### src/rtl/alu_issue_ctrl.sv
// alu_issue_ctrl: buffers ALU requests, issues them as combined or split beats, and returns the captured result
module alu_issue_ctrl #(
    parameter int DW      = 8,
    parameter int CW      = 4,
    parameter int DEPTH   = 4,
    parameter int LAT     = 2,
    parameter int TIMEOUT = 16
) (
    input  logic          clk,
    input  logic          rst_n,
    input  logic          req_valid,
    output logic          req_ready,
    input  logic [DW-1:0] req_opa,
    input  logic [DW-1:0] req_opb,
    input  logic [CW-1:0] req_cmd,
    input  logic          req_mode,
    input  logic          req_cin,
    input  logic [1:0]    req_split,
    input  logic [4:0]    req_gap,
    output logic [1:0]    inp_valid,
    output logic [DW-1:0] opa,
    output logic [DW-1:0] opb,
    output logic [CW-1:0] cmd,
    output logic          mode,
    output logic          cin,
    output logic          ce,
    input  logic [DW+1:0] res,
    input  logic          cout,
    input  logic          oflow,
    input  logic          g,
    input  logic          e,
    input  logic          l,
    input  logic          err,
    output logic          rsp_valid,
    input  logic          rsp_ready,
    output logic [DW+1:0] rsp_res,
    output logic [5:0]    rsp_flags,
    output logic          rsp_timeout
);
    localparam int AW = $clog2(DEPTH);
    localparam int EW = 2 * DW + CW + 9;

    typedef enum logic [2:0] {IDLE, BEAT1, GAP, BEAT2, WAIT, RESP} state_t;

    state_t        state, nxt;
    logic [EW-1:0] mem [DEPTH];
    logic [AW:0]   wp, rp, used_n;
    logic          push, pop, empty, nxt_ce;
    logic [EW-1:0] head;
    logic [DW-1:0] h_opa, h_opb;
    logic [CW-1:0] h_cmd;
    logic          h_mode, h_cin;
    logic [1:0]    h_split, cur_split, sp, nxt_iv;
    logic [4:0]    h_gap, cur_gap, cnt;

    assign push   = req_valid && req_ready;
    assign empty  = wp == rp;
    assign pop    = state == IDLE && !empty;
    assign used_n = wp - rp + (AW+1)'(push) - (AW+1)'(pop);
    assign head   = mem[rp[AW-1:0]];
    assign {h_opa, h_opb, h_cmd, h_mode, h_cin, h_split, h_gap} = head;
    // split mode of the op being issued: the FIFO head while still popping it
    assign sp     = state == IDLE ? h_split : cur_split;
    assign nxt_iv = nxt == BEAT1 ? (sp == 2'b01 ? 2'b01 : sp == 2'b10 ? 2'b10 : 2'b11) :
                    nxt == BEAT2 ? (sp == 2'b01 ? 2'b10 : 2'b01) : 2'b00;
    assign nxt_ce = nxt inside {BEAT1, GAP, BEAT2, WAIT};

    // request storage; split code 11 is folded to combined on entry, pointers qualify contents
    always_ff @(posedge clk)
        if (push) mem[wp[AW-1:0]] <= {req_opa, req_opb, req_cmd, req_mode, req_cin,
                                      (req_split == 2'b11 ? 2'b00 : req_split), req_gap};

    // FIFO pointers; ready looks ahead at this edge's push/pop so it never overflows
    always_ff @(posedge clk or negedge rst_n)
        if (!rst_n) begin
            wp        <= '0;
            rp        <= '0;
            req_ready <= 1'b0;
        end else begin
            wp        <= wp + (AW+1)'(push);
            rp        <= rp + (AW+1)'(pop);
            req_ready <= used_n != (AW+1)'(DEPTH);
        end

    // state register and a shared cycle counter that restarts on every state change
    always_ff @(posedge clk or negedge rst_n)
        if (!rst_n) begin
            state <= IDLE;
            cnt   <= '0;
        end else begin
            state <= nxt;
            cnt   <= nxt != state ? 5'd0 : cnt + 5'd1;
        end

    // next-state: gap cycles counted in GAP, LAT edges counted in WAIT
    always_comb begin
        nxt = state;
        case (state)
            IDLE:    nxt = empty ? IDLE : BEAT1;
            BEAT1:   nxt = sp == 2'b00 ? WAIT : cur_gap != 5'd0 ? GAP : BEAT2;
            GAP:     nxt = cnt == cur_gap - 5'd1 ? BEAT2 : GAP;
            BEAT2:   nxt = WAIT;
            WAIT:    nxt = cnt == 5'(LAT - 1) ? RESP : WAIT;
            RESP:    nxt = rsp_ready ? IDLE : RESP;
            default: nxt = IDLE;
        endcase
    end

    // registered ALU drive, operand load on pop, and response capture/handshake
    always_ff @(posedge clk or negedge rst_n)
        if (!rst_n) begin
            inp_valid   <= 2'b00;
            ce          <= 1'b0;
            opa         <= '0;
            opb         <= '0;
            cmd         <= '0;
            mode        <= 1'b0;
            cin         <= 1'b0;
            cur_split   <= 2'b00;
            cur_gap     <= 5'd0;
            rsp_valid   <= 1'b0;
            rsp_res     <= '0;
            rsp_flags   <= '0;
            rsp_timeout <= 1'b0;
        end else begin
            inp_valid <= nxt_iv;
            ce        <= nxt_ce;
            if (pop) begin
                opa       <= h_opa;
                opb       <= h_opb;
                cmd       <= h_cmd;
                mode      <= h_mode;
                cin       <= h_cin;
                cur_split <= h_split;
                cur_gap   <= h_gap;
            end
            if (state == WAIT && nxt == RESP) begin
                rsp_valid   <= 1'b1;
                rsp_res     <= res;
                rsp_flags   <= {cout === 1'b1, oflow === 1'b1, g === 1'b1,
                                e === 1'b1, l === 1'b1, err === 1'b1};
                rsp_timeout <= cur_split != 2'b00 && 32'(cur_gap) >= TIMEOUT;
            end else if (state == RESP && rsp_ready) begin
                rsp_valid <= 1'b0;
            end
        end
endmodule

### config.mk
export PLATFORM = sky130hd
export DESIGN_NAME = alu_issue_ctrl
export DESIGN_NICKNAME = d
export VERILOG_FILES = /design/src/rtl/alu_issue_ctrl.sv
export SDC_FILE = /design/constraint.sdc
export NUM_CORES = 1
export LEC_CHECK = 0
export ABC_AREA = 1
export CORE_MARGIN = 2
export CORE_UTILIZATION = 47
export DETAILED_ROUTE_END_ITERATION = 10
export PLACE_DENSITY = 0.69
export SLEW_MARGIN = 25
export SYNTH_ARGS = -nofsm -noshare
export SYNTH_HDL_FRONTEND = slang
export SYNTH_SLANG_ARGS = --single-unit
export TNS_END_PERCENT = 5
### constraint.sdc
create_clock -name clk -period 5 [get_ports clk]
set_input_delay 1.5 -clock clk [delete_from_list [all_inputs] [get_ports clk]]
set_output_delay 1.5 -clock clk [all_outputs]
set_load 0.01 [all_outputs]
# After elaboration in Yosys (flattened, before gate mapping)
# Memories as Yosys holds them, arrays and structs flattened.
# Cells that the tools add are included.
dict set report word_totals {
  regBits 65
  ram_bits 116
  inputBits 49
  word_cells 82
  mem_count 1
}
dict set report classes {
  add_sub_neg 7
  n_lt_le_gt_ge 1
  n_eq_ne 24
  n_mux 19
  reduce_logical 12
}
# memory words width rd rd_ports_with_merged_regs wr line_no
set mem_list {}
lappend mem_list {mem 4 29 1 0 1 46} ;# logic [EW-1:0] mem [DEPTH];
# operator n
set ops {}
lappend ops {{$pmux 3 s6} 1}
lappend ops {{$eq 3x2->1 const B} 4}
lappend ops {{$eq 3x3->1 const B} 4}
lappend ops {{$mux 2} 6}
lappend ops {{$add 3x1->3} 3}
lappend ops {{$mux 1} 9}
lappend ops {{$eq 3x1->1 const B} 2}
lappend ops {{$eqx 1x1->1 const B} 6}
lappend ops {{$mux 3} 2}
lappend ops {{$add 5x1->5 const B} 1}
lappend ops {{$eq 5x1->1 const B} 1}
lappend ops {{$eq 5x5->1} 1}
lappend ops {{$ge 5x5->1 const B} 1}
lappend ops {{$logic_and 1x1->1} 5}
lappend ops {{$mux 5} 1}
lappend ops {{$reduce_bool 5->1} 1}
lappend ops {{$sub 5x1->5 const B} 1}
lappend ops {{$eq 2x2->1 const B} 2}
lappend ops {{$reduce_bool 2->1} 2}
lappend ops {{$reduce_bool 4->1} 1}
lappend ops {{$eq 3x3->1} 1}
lappend ops {{$logic_not 3->1} 1}
lappend ops {{$ne 3x3->1} 1}
lappend ops {{$ne 3x3->1 const B} 1}
lappend ops {{other kinds (5)} 5}

# Logic depth before layout (Yosys ltp)
# Gate-level depths: netlist of the first run.
dict set report depth {
  depth_word 8
  mapped_depth 14
}

# Worst setup path before layout of the first run
# OpenSTA, ideal clock, no wires.
dict set report synth_path {
  kind {input -> register}
  from {input req_valid}
  to {memory mem[1][0] (netlist name), enable pin}
  setup_ns 0.452
  arrival_ns 3.609
  required_ns 4.548
  path_slack_ns 0.939
  path_stages 2
  path_cell_list {nand2_1 -> nor3_1}
}
dict set report synth_between {
  elab_chain_len 3
}
# element line_no
set synth_lines {}
lappend synth_lines {{start, declared} 11} ;# input logic req_valid,
lappend synth_lines {{$logic_and 1x1->1} 56} ;# assign push = req_valid && req_ready;
lappend synth_lines {{$mux 1} 70} ;# if (push) mem[wp[AW-1:0]] <= {req_opa, req_opb, req_cmd, req_mode, req_cin,
lappend synth_lines {{$mux 1} 71} ;# (req_split == 2'b11 ? 2'b00 : req_split), req_gap};
lappend synth_lines {{end, declared} 46}
# No other way between the ends.

# Worst setup path after layout of the first run
dict set report layout_path {
  from {register rp[0]}
  to {register req_ready}
}
dict set report layout_between {
  elab_chain_len 5
  word_cells_on_any_way 7
  cone_classes {add/sub: 3; eq/ne: 2; reduce/logical: 2}
}
# element line_no
set layout_lines {}
lappend layout_lines {{start, declared} 47} ;# logic [AW:0] wp, rp, used_n;
lappend layout_lines {{start signal, assigned} 81} ;# rp <= rp + (AW+1)'(pop);
lappend layout_lines {{branches (longest 3 deep; another with $sub 3x3->3)} n/a}
lappend layout_lines {{$sub 3x1->3 (*)} 59} ;# assign used_n = wp - rp + (AW+1)'(push) - (AW+1)'(pop);
lappend layout_lines {{$ne 3x3->1 (*)} 82} ;# req_ready <= used_n != (AW+1)'(DEPTH);
lappend layout_lines {{end signal, assigned} 82}
lappend layout_lines {{end, declared} 12} ;# output logic req_ready,
# Mark *: on every way between the ends.
# A chain may end at the register's enable or synchronous reset.

==> results of run 1 <==
[cells in the mapped netlist, types with 2 or more instances]
cell,n,share of area (%)
sky130_fd_sc_hd__o21ai_2,17,2.0
sky130_fd_sc_hd__xnor2_1,5,0.59
sky130_fd_sc_hd__inv_2,4,0.20
sky130_fd_sc_hd__nand3_2,3,0.40
sky130_fd_sc_hd__o22ai_1,5,0.42
sky130_fd_sc_hd__nand2_1,65,3.3
sky130_fd_sc_hd__dfrtp_1,65,22
sky130_fd_sc_hd__buf_6,5,0.76
sky130_fd_sc_hd__buf_2,6,0.40
sky130_fd_sc_hd__nand3_1,20,1.3
sky130_fd_sc_hd__o21ai_0,65,4.4
sky130_fd_sc_hd__nor2_1,137,6.9
sky130_fd_sc_hd__edfxtp_1,116,47
sky130_fd_sc_hd__buf_4,2,0.20
sky130_fd_sc_hd__fa_1,2,0.54
sky130_fd_sc_hd__nand2_2,12,1.0
sky130_fd_sc_hd__xor2_1,5,0.59
sky130_fd_sc_hd__nor2_2,2,0.17
sky130_fd_sc_hd__nand4_1,4,0.34
sky130_fd_sc_hd__a31oi_1,22,1.8
sky130_fd_sc_hd__clkbuf_1,15,0.76
sky130_fd_sc_hd__inv_1,50,2.5
sky130_fd_sc_hd__ha_1,9,1.5
sky130_fd_sc_hd__nor3_1,7,0.47
[kinds of logic (layout without fill, tap and decap cells)]
group           Yosys count  count (layout)  share of synthesized area [%]
simple gates            254             254                           14.6
flops                   181             181                           68.6
compound gates          111             111                           8.81
buf+inv                  82             185                           4.84
fa+ha+maj                11              11                           2.05
xor+xnor                 10              10                           1.18
[path summary, 6_finish.rpt]
kind	cells after the start	end	slack, ns
max in group asynchronous	2	rp[0]	3.18
worst max register to register	10	req_ready	1.86
min in group asynchronous	1	inp_valid[0]	1.06
worst max-delay path	10	req_ready	1.86
worst min-delay path	2	rsp_timeout	0.49
worst min register to register	2	rsp_timeout	0.49
[power breakdown]
group / internal, mW / total (mW) / switching, mW
clock: 0.748 / 1.32 / 0.576
combinational: 0.876 / 2.22 / 1.34
sequential: 2.04 / 2.26 / 0.221
total: 3.66 / 5.80 / 2.14
[state kept, by name, summed over array words and instances (netlist names), 2 cells and up]
signal and cells:
wp 3, opb 8, rp 3, cur_split 2, state 3, cnt 5, opa 8, rsp_res 10
cur_gap 5, cmd 4, inp_valid 2, mem 116, rsp_flags 6
[routing by layer]
metal	GRT usage (%)	vias to the layer above
met2	30.3	137
met4	5.44	0
met1	23.9	2294
li1	-	2376
met3	3.94	8
met5	0	-
[stage by stage]
stage | total power, mW | util, % | cell area (um2)
after floorplan | 3.77 | - | 7450
after global placement | 4.42 | 54.4 | 8550
after detailed placement | 4.51 | 54.4 | 8550
after CTS | 5.85 | 58.2 | 9150
after global routing | 6.22 | 58.2 | 9150
final | 5.80 | 58.2 | 9150
[final cells by class]
type                       count  area [um2]
multi-input combinational    386        2000
tap                          216         270
clock inverter                15         170
fill                        1290        6560
clock buffer                  17         425
sequential                   181        5110
inverter                      54         203
timing repair buffer          99         971
[worst max-delay path: stages, from the launching register on]
cell,delay [ns]
sky130_fd_sc_hd__dfrtp_2,0.34
sky130_fd_sc_hd__buf_4,0.47
sky130_fd_sc_hd__inv_2,0.51
sky130_fd_sc_hd__fa_1,0.54
sky130_fd_sc_hd__inv_1,0.08
sky130_fd_sc_hd__fa_1,0.41
sky130_fd_sc_hd__inv_1,0.07
sky130_fd_sc_hd__ha_1,0.16
sky130_fd_sc_hd__xor2_1,0.17
sky130_fd_sc_hd__xnor2_1,0.15
sky130_fd_sc_hd__nand2_1,0.08
==> flow_summary.html, run 1 <==
<table>
<tr><th>Metric</th><th>Value</th></tr>
<tr><th colspan="2">Worst setup path</th></tr>
<tr><td>Crit. End Element</td><td>flop</td></tr>
<tr><td>Worst R2R Start</td><td>rp[0]</td></tr>
<tr><td>Setup crit start</td><td>rp[0]</td></tr>
<tr><td>Critical Path Source Type</td><td>flop</td></tr>
<tr><td>Type of the worst setup path</td><td>flop to flop</td></tr>
<tr><td>Arrival @ worst endpoint</td><td>approximately 3.5 ns</td></tr>
<tr><td>Req. time, crit path</td><td>about 5.3 ns</td></tr>
<tr><td>Critical Path Fanout Max</td><td>61</td></tr>
<tr><th colspan="2">Finish</th></tr>
<tr><td>Fraction of layout cells with a size suffix above 1</td><td>~12%</td></tr>
<tr><td>Most common library cell in the layout ignoring fill and taps</td><td>sky130_fd_sc_hd__nor2_1</td></tr>
<tr><td>Inserted Diodes</td><td>0</td></tr>
<tr><td>Post-layout instance count excluding filler cells</td><td>approximately 970</td></tr>
<tr><td>Area growth from synthesis to layout</td><td>22.8%</td></tr>
<tr><td>Nets@finish</td><td>about 800</td></tr>
<tr><td>Most frequent cells in the layout</td><td>sky130_fd_sc_hd__nor2_1, sky130_fd_sc_hd__edfxtp_1, sky130_fd_sc_hd__clkdlybuf4s50_1</td></tr>
<tr><th colspan="2">Place</th></tr>
<tr><td>Port Buffers</td><td>92</td></tr>
<tr><td>Placed cell count</td><td>between 900 and 1,000</td></tr>
<tr><td>HPWL after DPL</td><td>around 9.3 mm</td></tr>
<tr><td>Minimum setup slack after placement</td><td>around 1.8 ns</td></tr>
<tr><td>Final Wtd Congestion</td><td>~0.84</td></tr>
<tr><th colspan="2">Die</th></tr>
<tr><td>Die area</td><td>roughly 0.017 mm2</td></tr>
<tr><td>Floorplan Core Area</td><td>between 0.015 and 0.02 mm2</td></tr>
<tr><td>I/O pin cnt</td><td>between 90 and 100</td></tr>
<tr><td>Count of standard-cell rows</td><td>46</td></tr>
<tr><td>Initial cell density of the core</td><td>between 40 and 50%</td></tr>
<tr><td>Die boundary height</td><td>approximately 130 um</td></tr>
<tr><td>Die outline width</td><td>130 um</td></tr>
<tr><th colspan="2">CTS</th></tr>
<tr><td>H-tree Lvls</td><td>4</td></tr>
<tr><td>Number of post-CTS setup repair buffers</td><td>0</td></tr>
<tr><td>CTS buffer count</td><td>17</td></tr>
<tr><td>CTS root buf</td><td>sky130_fd_sc_hd__clkbuf_16</td></tr>
<tr><td>Post-CTS Resized</td><td>0</td></tr>
<tr><td>Number of buffers on the longest clock path</td><td>2</td></tr>
<tr><td>Number of clock sinks</td><td>roughly 180</td></tr>
<tr><td>TritonCTS clock tree</td><td>yes</td></tr>
<tr><td>Worst-Skew Late Latency</td><td>around 0.42 ns</td></tr>
<tr><td>Number of hold-repair buffers added at the cts stage</td><td>0</td></tr>
<tr><td>Clock edge transition at the registers on the reported setup and hold paths</td><td>approximately 0.070 ns</td></tr>
<tr><th colspan="2">Route</th></tr>
<tr><td>Vias</td><td>between 4,000 and 5,000</td></tr>
<tr><td>Residual DRC count</td><td>0</td></tr>
<tr><td>Initial drt markers</td><td>between 300 and 400</td></tr>
<tr><td>Detailed route wirelength on metal3</td><td>about 810 um</td></tr>
<tr><td>Routed wirelength normalized by instance count</td><td>between 10 and 15 um</td></tr>
<tr><td>Wire length reported by the detailed router</td><td>between 10 and 15 mm</td></tr>
<tr><td>Met2 Routed Length</td><td>slightly above 7 mm</td></tr>
<tr><td>Top Metal Used</td><td>met4</td></tr>
<tr><td>Detailed-router iteration count before antenna repair</td><td>4</td></tr>
<tr><td>Routed metal-1 wirelength</td><td>around 6.4 mm</td></tr>
<tr><td>Drt via density</td><td>roughly 5.0</td></tr>
<tr><td>Antenna violation net count after detailed routing</td><td>0</td></tr>
<tr><th colspan="2">Logic synthesis</th></tr>
<tr><td>Mean cell area of the mapped netlist</td><td>roughly 11 um2</td></tr>
<tr><td>EDFF count, synth</td><td>116</td></tr>
<tr><td>Distinct cell type count after synthesis</td><td>30</td></tr>
<tr><td>Netlist area before placement</td><td>0.00745 mm2</td></tr>
<tr><td>Predominant post-synthesis flop cell</td><td>sky130_fd_sc_hd__edfxtp_1</td></tr>
<tr><td>Share of async-settable or async-resettable flops after synthesis</td><td>between 30 and 40%</td></tr>
<tr><td>FF+latch count, synth</td><td>~180</td></tr>
<tr><td>Sequential fraction of the synthesis area</td><td>68.6%</td></tr>
<tr><td>Yosys warning total</td><td>0</td></tr>
<tr><td>Cell count after synthesis</td><td>~650</td></tr>
<tr><td>Net count after synthesis</td><td>between 700 and 800</td></tr>
<tr><th colspan="2">Min path</th></tr>
<tr><td>Min-delay src</td><td>rsp_timeout</td></tr>
<tr><td>Classification of the worst-slack hold path</td><td>flop to flop</td></tr>
<tr><th colspan="2">STA</th></tr>
<tr><td>Hold Vio Cnt, Final</td><td>0</td></tr>
<tr><td>Worst Max-Slew Pin Slew</td><td>between 0.9 and 1 ns</td></tr>
<tr><td>Setup TNS</td><td>0 ns</td></tr>
<tr><td>Min Hold Slack</td><td>0.488 ns</td></tr>
<tr><td>Final critical path time including I/O delays and setup</td><td>3.14 ns</td></tr>
<tr><td>Count of final setup violators</td><td>0</td></tr>
<tr><td>Peak Freq</td><td>~320 MHz</td></tr>
<tr><td>Unrepaired setup endpoints after global routing</td><td>false</td></tr>
<tr><td>Pins Over Slew Limit</td><td>0</td></tr>
<tr><td>Worst relative slew slack</td><td>34.7%</td></tr>
<tr><td>Skew final</td><td>roughly 0.0084 ns</td></tr>
<tr><td>Ratio of final minimum period to clock period</td><td>a little over three fifths</td></tr>
<tr><td>Minimum setup slack in the final design</td><td>1.86 ns</td></tr>
<tr><th colspan="2">Global routing</th></tr>
<tr><td>Global-route wire length before repair</td><td>roughly 24 mm</td></tr>
<tr><td>Maximum number of pins on one net before global-route repair</td><td>slightly above 60</td></tr>
<tr><td>Combined global-route utilization of all metal layers</td><td>between 15 and 20%</td></tr>
<tr><td>Antenna violations before repair</td><td>0</td></tr>
<tr><td>Global route total overflow</td><td>0</td></tr>
<tr><td>Number of global-route vias before repair</td><td>roughly 4,800</td></tr>
<tr><th colspan="2">Flow run</th></tr>
<tr><td># Max-Cap Violations</td><td>0</td></tr>
<tr><th colspan="2">Power</th></tr>
<tr><td>Largest voltage drop on the vdd net</td><td>0.000366 V</td></tr>
<tr><td>Leakage dissipation</td><td>about 3.6 nW</td></tr>
<tr><td>Ratio of total power to cell area</td><td>634 mW/mm2</td></tr>
<tr><th colspan="2">Status</th></tr>
<tr><td>Result of the run</td><td>finished clean</td></tr>
</table>
Power figures use the tool's default switching activity.
==> run 2, diff against run 1 <==
- clock period: 5 -> 3.13 ns (I/O delays scaled with it)
==> flow_summary.html, run 2 (same netlist as run 1, synthesis figures left out) <==
<table>
<tr><th>Metric</th><th>Value</th></tr>
<tr><th colspan="2">Die</th></tr>
<tr><td>Die area</td><td>between 0.015 and 0.02 mm2</td></tr>
<tr><td>Count of standard-cell rows</td><td>46</td></tr>
<tr><td>Die outline width</td><td>approximately 130 um</td></tr>
<tr><td>Die boundary height</td><td>around 130 um</td></tr>
<tr><td>I/O pin cnt</td><td>93</td></tr>
<tr><td>Initial cell density of the core</td><td>between 40% and 50%</td></tr>
<tr><td>Floorplan Core Area</td><td>around 0.016 mm2</td></tr>
<tr><th colspan="2">Global routing</th></tr>
<tr><td>Global route total overflow</td><td>0</td></tr>
<tr><td>Global-route wire length before repair</td><td>about 25 mm</td></tr>
<tr><td>Number of global-route vias before repair</td><td>between 4,000 and 5,000</td></tr>
<tr><td>Antenna violations before repair</td><td>0</td></tr>
<tr><td>Maximum number of pins on one net before global-route repair</td><td>60</td></tr>
<tr><td>Combined global-route utilization of all metal layers</td><td>around a fifth</td></tr>
<tr><th colspan="2">Status</th></tr>
<tr><td>Result of the run</td><td>finished clean</td></tr>
<tr><th colspan="2">Worst setup path</th></tr>
<tr><td>Type of the worst setup path</td><td>flop to flop</td></tr>
<tr><td>Slowest cell on the critical path</td><td>sky130_fd_sc_hd__dfrtp_1</td></tr>
<tr><td>Worst R2R Start</td><td>state[2]</td></tr>
<tr><td>Cell chain of the critical path</td><td>nor3_2, nand2_1, fa_1, inv_1, fa_1, inv_1, ha_1, xor2_1, xnor2_1, nand2_1</td></tr>
<tr><td>Setup crit start</td><td>state[2]</td></tr>
<tr><td>Flop-to-flop setup slack</td><td>just under 0.5 ns</td></tr>
<tr><td>Req. time, crit path</td><td>3.44 ns</td></tr>
<tr><td>Reg-to-reg critical path endpoint</td><td>req_ready</td></tr>
<tr><td>Critical Path Fanout Max</td><td>7</td></tr>
<tr><td>Worst Reg2Reg Path Length in Cells</td><td>10</td></tr>
<tr><td>Longest individual stage delay on the worst path</td><td>0.45 ns</td></tr>
<tr><td>Critical Path Source Type</td><td>flop</td></tr>
<tr><td>Crit. End Element</td><td>flop</td></tr>
<tr><td>Arrival @ worst endpoint</td><td>2.96 ns</td></tr>
<tr><th colspan="2">Place</th></tr>
<tr><td>Final Wtd Congestion</td><td>0.839</td></tr>
<tr><td>Port Buffers</td><td>a little over 90</td></tr>
<tr><td>HPWL after DPL</td><td>around 9.3 mm</td></tr>
<tr><td>Minimum setup slack after placement</td><td>0.465 ns</td></tr>
<tr><td>Instance area after placement</td><td>between 0.008 and 0.009 mm2</td></tr>
<tr><td>Placed cell count</td><td>approximately 940</td></tr>
<tr><th colspan="2">Finish</th></tr>
<tr><td>Inserted Diodes</td><td>0</td></tr>
<tr><td>Multi-input gate area</td><td>about 0.0020 mm2</td></tr>
<tr><td>Flip-flop count of the largest register, all copies and words added</td><td>116</td></tr>
<tr><td>Most common library cell in the layout ignoring fill and taps</td><td>sky130_fd_sc_hd__nor2_1</td></tr>
<tr><td>Fraction of layout cells with a size suffix above 1</td><td>12.2%</td></tr>
<tr><td>Register area</td><td>0.00511 mm2</td></tr>
<tr><td>Most frequent cells in the layout</td><td>sky130_fd_sc_hd__nor2_1, sky130_fd_sc_hd__edfxtp_1, sky130_fd_sc_hd__clkdlybuf4s50_1</td></tr>
<tr><td>Post-layout instance count excluding filler cells</td><td>just under 1,000</td></tr>
<tr><td>Fill cell instance count of the final layout</td><td>approximately 1,300</td></tr>
<tr><td>Area growth from synthesis to layout</td><td>24.3%</td></tr>
<tr><td>Nets@finish</td><td>between 800 and 900</td></tr>
<tr><td>Post-route standard cell area excluding fillers</td><td>0.00926 mm2</td></tr>
<tr><th colspan="2">Power</th></tr>
<tr><td>P_sw</td><td>approximately 3.4 mW</td></tr>
<tr><td>Power Total</td><td>about 9.5 mW</td></tr>
<tr><td>Ratio of total power to cell area</td><td>a little over 1000 mW/mm2</td></tr>
<tr><td>Proportion of total power due to net switching</td><td>around 36%</td></tr>
<tr><td>Internal power of the cells</td><td>between 6 and 7 mW</td></tr>
<tr><td>Largest voltage drop on the vdd net</td><td>0.000472 V</td></tr>
<tr><td>Share of total power in the clock network</td><td>approximately 25%</td></tr>
<tr><td>Leakage dissipation</td><td>~3.6 nW</td></tr>
<tr><td>Sequential power share</td><td>37.6%</td></tr>
<tr><td>Combinational power share</td><td>about 38%</td></tr>
<tr><th colspan="2">STA</th></tr>
<tr><td>Pins Over Slew Limit</td><td>0</td></tr>
<tr><td>Peak Freq</td><td>378 MHz</td></tr>
<tr><td>Worst relative slew slack</td><td>between 60% and 70%</td></tr>
<tr><td>Skew final</td><td>0.00628 ns</td></tr>
<tr><td>Final critical path time including I/O delays and setup</td><td>approximately 2.6 ns</td></tr>
<tr><td>Unrepaired setup endpoints after global routing</td><td>false</td></tr>
<tr><td>Minimum setup slack in the final design</td><td>about 0.49 ns</td></tr>
<tr><td>Count of final setup violators</td><td>0</td></tr>
<tr><td>Hold Vio Cnt, Final</td><td>0</td></tr>
<tr><td>Setup TNS</td><td>0 ns</td></tr>
<tr><td>Ratio of final minimum period to clock period</td><td>a little over four fifths</td></tr>
<tr><td>Worst Max-Slew Pin Slew</td><td>0.596 ns</td></tr>
<tr><th colspan="2">CTS</th></tr>
<tr><td>Post-CTS Resized</td><td>0</td></tr>
<tr><td>CTS buffer count</td><td>17</td></tr>
<tr><td>H-tree Lvls</td><td>4</td></tr>
<tr><td>Number of clock sinks</td><td>between 150 and 200</td></tr>
<tr><td>Number of post-CTS setup repair buffers</td><td>0</td></tr>
<tr><td>Number of hold-repair buffers added at the cts stage</td><td>0</td></tr>
<tr><td>CTS root buf</td><td>sky130_fd_sc_hd__clkbuf_16</td></tr>
<tr><td>Clock edge transition at the registers on the reported setup and hold paths</td><td>roughly 0.07 ns</td></tr>
<tr><td>Worst-Skew Late Latency</td><td>approximately 0.42 ns</td></tr>
<tr><td>TritonCTS clock tree</td><td>yes</td></tr>
<tr><td>Number of buffers on the longest clock path</td><td>2</td></tr>
<tr><th colspan="2">Route</th></tr>
<tr><td>Vias</td><td>roughly 5,000</td></tr>
<tr><td>Initial drt markers</td><td>roughly 300</td></tr>
<tr><td>Residual DRC count</td><td>0</td></tr>
<tr><td>Wire length reported by the detailed router</td><td>between 10 and 15 mm</td></tr>
<tr><td>Routed wirelength normalized by instance count</td><td>between 15 and 20 um</td></tr>
<tr><td>Drt via density</td><td>approximately 5.0</td></tr>
<tr><td>Antenna violation net count after detailed routing</td><td>0</td></tr>
<tr><td>Detailed-router iteration count before antenna repair</td><td>5</td></tr>
<tr><th colspan="2">Min path</th></tr>
<tr><td>Classification of the worst-slack hold path</td><td>flop to flop</td></tr>
<tr><td>Endpoint, Worst Hold</td><td>rsp_flags[1]</td></tr>
<tr><td>Min-delay src</td><td>rsp_flags[1]</td></tr>
<tr><td>WHS Path Cells</td><td>2</td></tr>
<tr><th colspan="2">Flow run</th></tr>
<tr><td># Max-Cap Violations</td><td>0</td></tr>
</table>
run 2: changes by cell type in the layout (fill, tap and decap cells not counted), moves of 2 or more:
cell | previous run | this run
sky130_fd_sc_hd__clkinvlp_4 | 5 | 1
sky130_fd_sc_hd__clkinv_2 | 0 | 2
sky130_fd_sc_hd__buf_4 | 8 | 11
sky130_fd_sc_hd__bufinv_16 | 2 | 5
run 2: area by class of cell:
class	count	share of cell area, %
Multi-Input combinational cell	386	21.6
Sequential cell	181	55.2
Clock inverter	14	2.38
Timing Repair Buffer	104	11.0
Tap cell	216	2.92
Inverter	54	2.19
Clock buffer	18	4.74
run 2: worst max-delay path by stage:
| stage | end | slack, ns | cells after the start |
|---|---|---|---|
| after CTS | req_ready | 0.45 | 10 |
| after global routing | req_ready | 0.21 | 10 |
| after detailed placement | req_ready | 0.47 | 10 |
| after global placement | req_ready | 0.61 | 10 |
| after floorplan | mem[1][0] | -0.37 | 2 |
| final | req_ready | 0.49 | 10 |
run 2: per-layer routing:
metal,wire length (um),vias to the layer above,global-route usage [%]
li1,-,2389,-
met5,0,-,0
met1,6540,2333,24.9
met2,7470,122,32.2
met3,654,15,3.53
met4,191,0,5.88
run 2: worst max-delay path, delay by kind of cell, from the launching register on:
kind	cells	cell delay, ns
adder cells (fa/ha/maj)	3	0.97
AND/OR/NAND/NOR	3	0.63
flip-flops	1	0.45
XOR/XNOR	2	0.33
buffers and inverters	2	0.15
run 2: metrics by stage:
stage,util [%],hold WS (ns)
after floorplan,-,0.462
after global placement,54.8,0.466
after detailed placement,54.8,0.473
after CTS,59.0,0.489
after global routing,59.0,0.512
final,59.0,0.483
run 2: power by group through the flow:
stage               Clock [mW]  Sequential (mW)  Combinational [mW]
floorplan                    0             3.72                2.30
global placement             0             3.61                3.52
detailed placement           0             3.64                3.64
CTS                       2.38             3.59                3.66
global route              2.50             3.66                4.13
finish                    2.35             3.59                3.61
==> run 3, diff against run 2 <==
- PLACE_DENSITY: 0.69 -> 0.72
- clock period: 3.13 -> 2.1 ns (I/O delays scaled with it)
==> flow_summary.html, run 3 (same netlist as run 1, synthesis figures left out) <==
<table>
<tr><th>Metric</th><th>Value</th></tr>
<tr><th colspan="2">Place</th></tr>
<tr><td>Port Buffers</td><td>92</td></tr>
<tr><td>HPWL after DPL</td><td>9.58 mm</td></tr>
<tr><td>Final Wtd Congestion</td><td>about 0.8</td></tr>
<tr><td>Placed cell count</td><td>approximately 960</td></tr>
<tr><td>Minimum setup slack after placement</td><td>-0.185 ns</td></tr>
<tr><td>Instance area after placement</td><td>0.00882 mm2</td></tr>
<tr><th colspan="2">Global routing</th></tr>
<tr><td>Antenna violations before repair</td><td>0</td></tr>
<tr><td>Global-route wire length before repair</td><td>approximately 25 mm</td></tr>
<tr><td>Number of global-route vias before repair</td><td>~5,000</td></tr>
<tr><td>Global route total overflow</td><td>0</td></tr>
<tr><td>Maximum number of pins on one net before global-route repair</td><td>60</td></tr>
<tr><td>Combined global-route utilization of all metal layers</td><td>19.2%</td></tr>
<tr><th colspan="2">Worst setup path</th></tr>
<tr><td>Cell chain of the critical path</td><td>xnor2_2, nand3_1, nand2_2, fa_2, inv_2, fa_1, inv_1, ha_2, xor2_2, xnor2_1, nand2_1</td></tr>
<tr><td>Arrival @ worst endpoint</td><td>approximately 2.5 ns</td></tr>
<tr><td>Critical path's top delay family</td><td>adder cells</td></tr>
<tr><td>Stages on the worst setup path</td><td>11</td></tr>
<tr><td>Worst Reg2Reg Path Length in Cells</td><td>11</td></tr>
<tr><td>Slowest cell on the critical path</td><td>sky130_fd_sc_hd__fa_1</td></tr>
<tr><td>Setup crit start</td><td>rp[0]</td></tr>
<tr><td>Longest individual stage delay on the worst path</td><td>~0.53 ns</td></tr>
<tr><td>Crit. End Element</td><td>flop</td></tr>
<tr><td>Critical Path Fanout Max</td><td>2</td></tr>
<tr><td>CP bufs+invs</td><td>2</td></tr>
<tr><td>Critical Path Source Type</td><td>flop</td></tr>
<tr><td>Req. time, crit path</td><td>about 2.4 ns</td></tr>
<tr><td>Type of the worst setup path</td><td>flop to flop</td></tr>
<tr><td>Worst R2R Start</td><td>rp[0]</td></tr>
<tr><th colspan="2">Status</th></tr>
<tr><td>Result of the run</td><td>finished with violations</td></tr>
<tr><td>Failing checks</td><td>negative setup slack</td></tr>
<tr><th colspan="2">CTS</th></tr>
<tr><td>H-tree Lvls</td><td>4</td></tr>
<tr><td>Number of buffers on the longest clock path</td><td>2</td></tr>
<tr><td>TritonCTS clock tree</td><td>yes</td></tr>
<tr><td>Clock edge transition at the registers on the reported setup and hold paths</td><td>approximately 0.070 ns</td></tr>
<tr><td>CTS buffer count</td><td>17</td></tr>
<tr><td>CTS root buf</td><td>sky130_fd_sc_hd__clkbuf_16</td></tr>
<tr><td>Worst-Skew Late Latency</td><td>0.43 ns</td></tr>
<tr><td>Number of clock sinks</td><td>around 180</td></tr>
<tr><th colspan="2">Finish</th></tr>
<tr><td>Final Util</td><td>60.3%</td></tr>
<tr><td>Fill cell instance count of the final layout</td><td>about 1,200</td></tr>
<tr><td>Post-layout instance count excluding filler cells</td><td>around 1,000</td></tr>
<tr><td>Nets@finish</td><td>just over 800</td></tr>
<tr><td>Post-route standard cell area excluding fillers</td><td>0.00948 mm2</td></tr>
<tr><td>Most frequent cells in the layout</td><td>sky130_fd_sc_hd__nor2_1, sky130_fd_sc_hd__edfxtp_1, sky130_fd_sc_hd__clkdlybuf4s50_1</td></tr>
<tr><td>Inserted Diodes</td><td>0</td></tr>
<tr><td>Fraction of layout cells with a size suffix above 1</td><td>approximately 15%</td></tr>
<tr><td>Area growth from synthesis to layout</td><td>27.2%</td></tr>
<tr><td>Most common library cell in the layout ignoring fill and taps</td><td>sky130_fd_sc_hd__nor2_1</td></tr>
<tr><td>Flip-flop count of the largest register, all copies and words added</td><td>116</td></tr>
<tr><th colspan="2">Route</th></tr>
<tr><td>Initial drt markers</td><td>317</td></tr>
<tr><td>Routed wirelength normalized by instance count</td><td>between 15 and 20 um</td></tr>
<tr><td>Wire length reported by the detailed router</td><td>~15 mm</td></tr>
<tr><td>Antenna violation net count after detailed routing</td><td>0</td></tr>
<tr><td>Residual DRC count</td><td>0</td></tr>
<tr><td>Detailed-router iteration count before antenna repair</td><td>5</td></tr>
<tr><td>Vias</td><td>approximately 5,000</td></tr>
<tr><td>Drt via density</td><td>5.03</td></tr>
<tr><th colspan="2">STA</th></tr>
<tr><td>Pins Over Slew Limit</td><td>0</td></tr>
<tr><td>Minimum setup slack in the final design</td><td>-0.130 ns</td></tr>
<tr><td>Peak Freq</td><td>approximately 450 MHz</td></tr>
<tr><td>Worst relative slew slack</td><td>62.8%</td></tr>
<tr><td>Min Hold Slack</td><td>approximately 0.19 ns</td></tr>
<tr><td>Worst Max-Slew Pin Slew</td><td>0.558 ns</td></tr>
<tr><td>Final critical path time including I/O delays and setup</td><td>2.23 ns</td></tr>
<tr><td>Setup TNS</td><td>-0.130 ns</td></tr>
<tr><td>Skew final</td><td>0.0161 ns</td></tr>
<tr><td>Count of final setup violators</td><td>1</td></tr>
<tr><td>Ratio of final minimum period to clock period</td><td>106%</td></tr>
<tr><td>Unrepaired setup endpoints after global routing</td><td>true</td></tr>
<tr><td>Hold Vio Cnt, Final</td><td>0</td></tr>
<tr><th colspan="2">Power</th></tr>
<tr><td>Largest voltage drop on the vdd net</td><td>0.000810 V</td></tr>
<tr><td>Ratio of total power to cell area</td><td>approximately 1500 mW/mm2</td></tr>
<tr><td>Leakage dissipation</td><td>between 3 and 4 nW</td></tr>
<tr><td>Power Total</td><td>14.5 mW</td></tr>
<tr><th colspan="2">Die</th></tr>
<tr><td>Die boundary height</td><td>~130 um</td></tr>
<tr><td>Floorplan Core Area</td><td>0.0157 mm2</td></tr>
<tr><td>Initial cell density of the core</td><td>approximately 47%</td></tr>
<tr><td>Count of standard-cell rows</td><td>46</td></tr>
<tr><td>Die area</td><td>roughly 0.017 mm2</td></tr>
<tr><td>Die outline width</td><td>about 130 um</td></tr>
<tr><td>I/O pin cnt</td><td>between 90 and 100</td></tr>
<tr><th colspan="2">Flow run</th></tr>
<tr><td># Max-Cap Violations</td><td>0</td></tr>
<tr><th colspan="2">Min path</th></tr>
<tr><td>Classification of the worst-slack hold path</td><td>primary input to asynchronous set/reset pin</td></tr>
</table>
## run 3: layout make-up
| class | instances | area [um2] | area share [%] |
|---|---|---|---|
| multi-input cells | 386 | 2070 | 21.8 |
| flip-flops and latches | 181 | 5110 | 53.9 |
| inverters | 54 | 203 | 2.14 |
| well taps | 216 | 270 | 2.85 |
| clock buffers | 20 | 437 | 4.61 |
| repair buffers | 124 | 1260 | 13.3 |
| clock inverters | 12 | 131 | 1.39 |
## run 3: report_power, final
part / switching, mW / internal, mW
logic: 3.53 / 2.58
registers: 0.470 / 4.86
clock network: 1.28 / 1.75
## run 3: repair_timing
| item | 4_1_cts | 5_1_grt |
|---|---|---|
| gates cloned | 0 | 0 |
| hold buffers | 0 | 0 |
| resized for setup | 4 | 13 |
| setup endpoints to repair | 3 | 26 |
| pin swaps | 5 | 5 |
| buffers inserted | 2 | 2 |
## run 3: path summary, 6_finish.rpt
kind                                   end  slack, ns
worst min-delay path                cnt[0]       0.19
max in group asynchronous       rsp_res[1]       1.27
worst max-delay path             req_ready      -0.13
worst min register to register  rsp_res[9]       0.48
min in group clk                rsp_res[9]       0.48
worst max register to register   req_ready      -0.13
## run 3: routing by layer
layer  track usage [%]  part of all wire (%)  up-vias  routed length, um
met5                 0                     0        -                  0
met4              5.76                  0.90        0                138
met3              4.76                   4.6       10                707
met2              34.2                    52      120               8010
met1              23.3                    42     2431               6450
li1                  -                     -     2431                  -
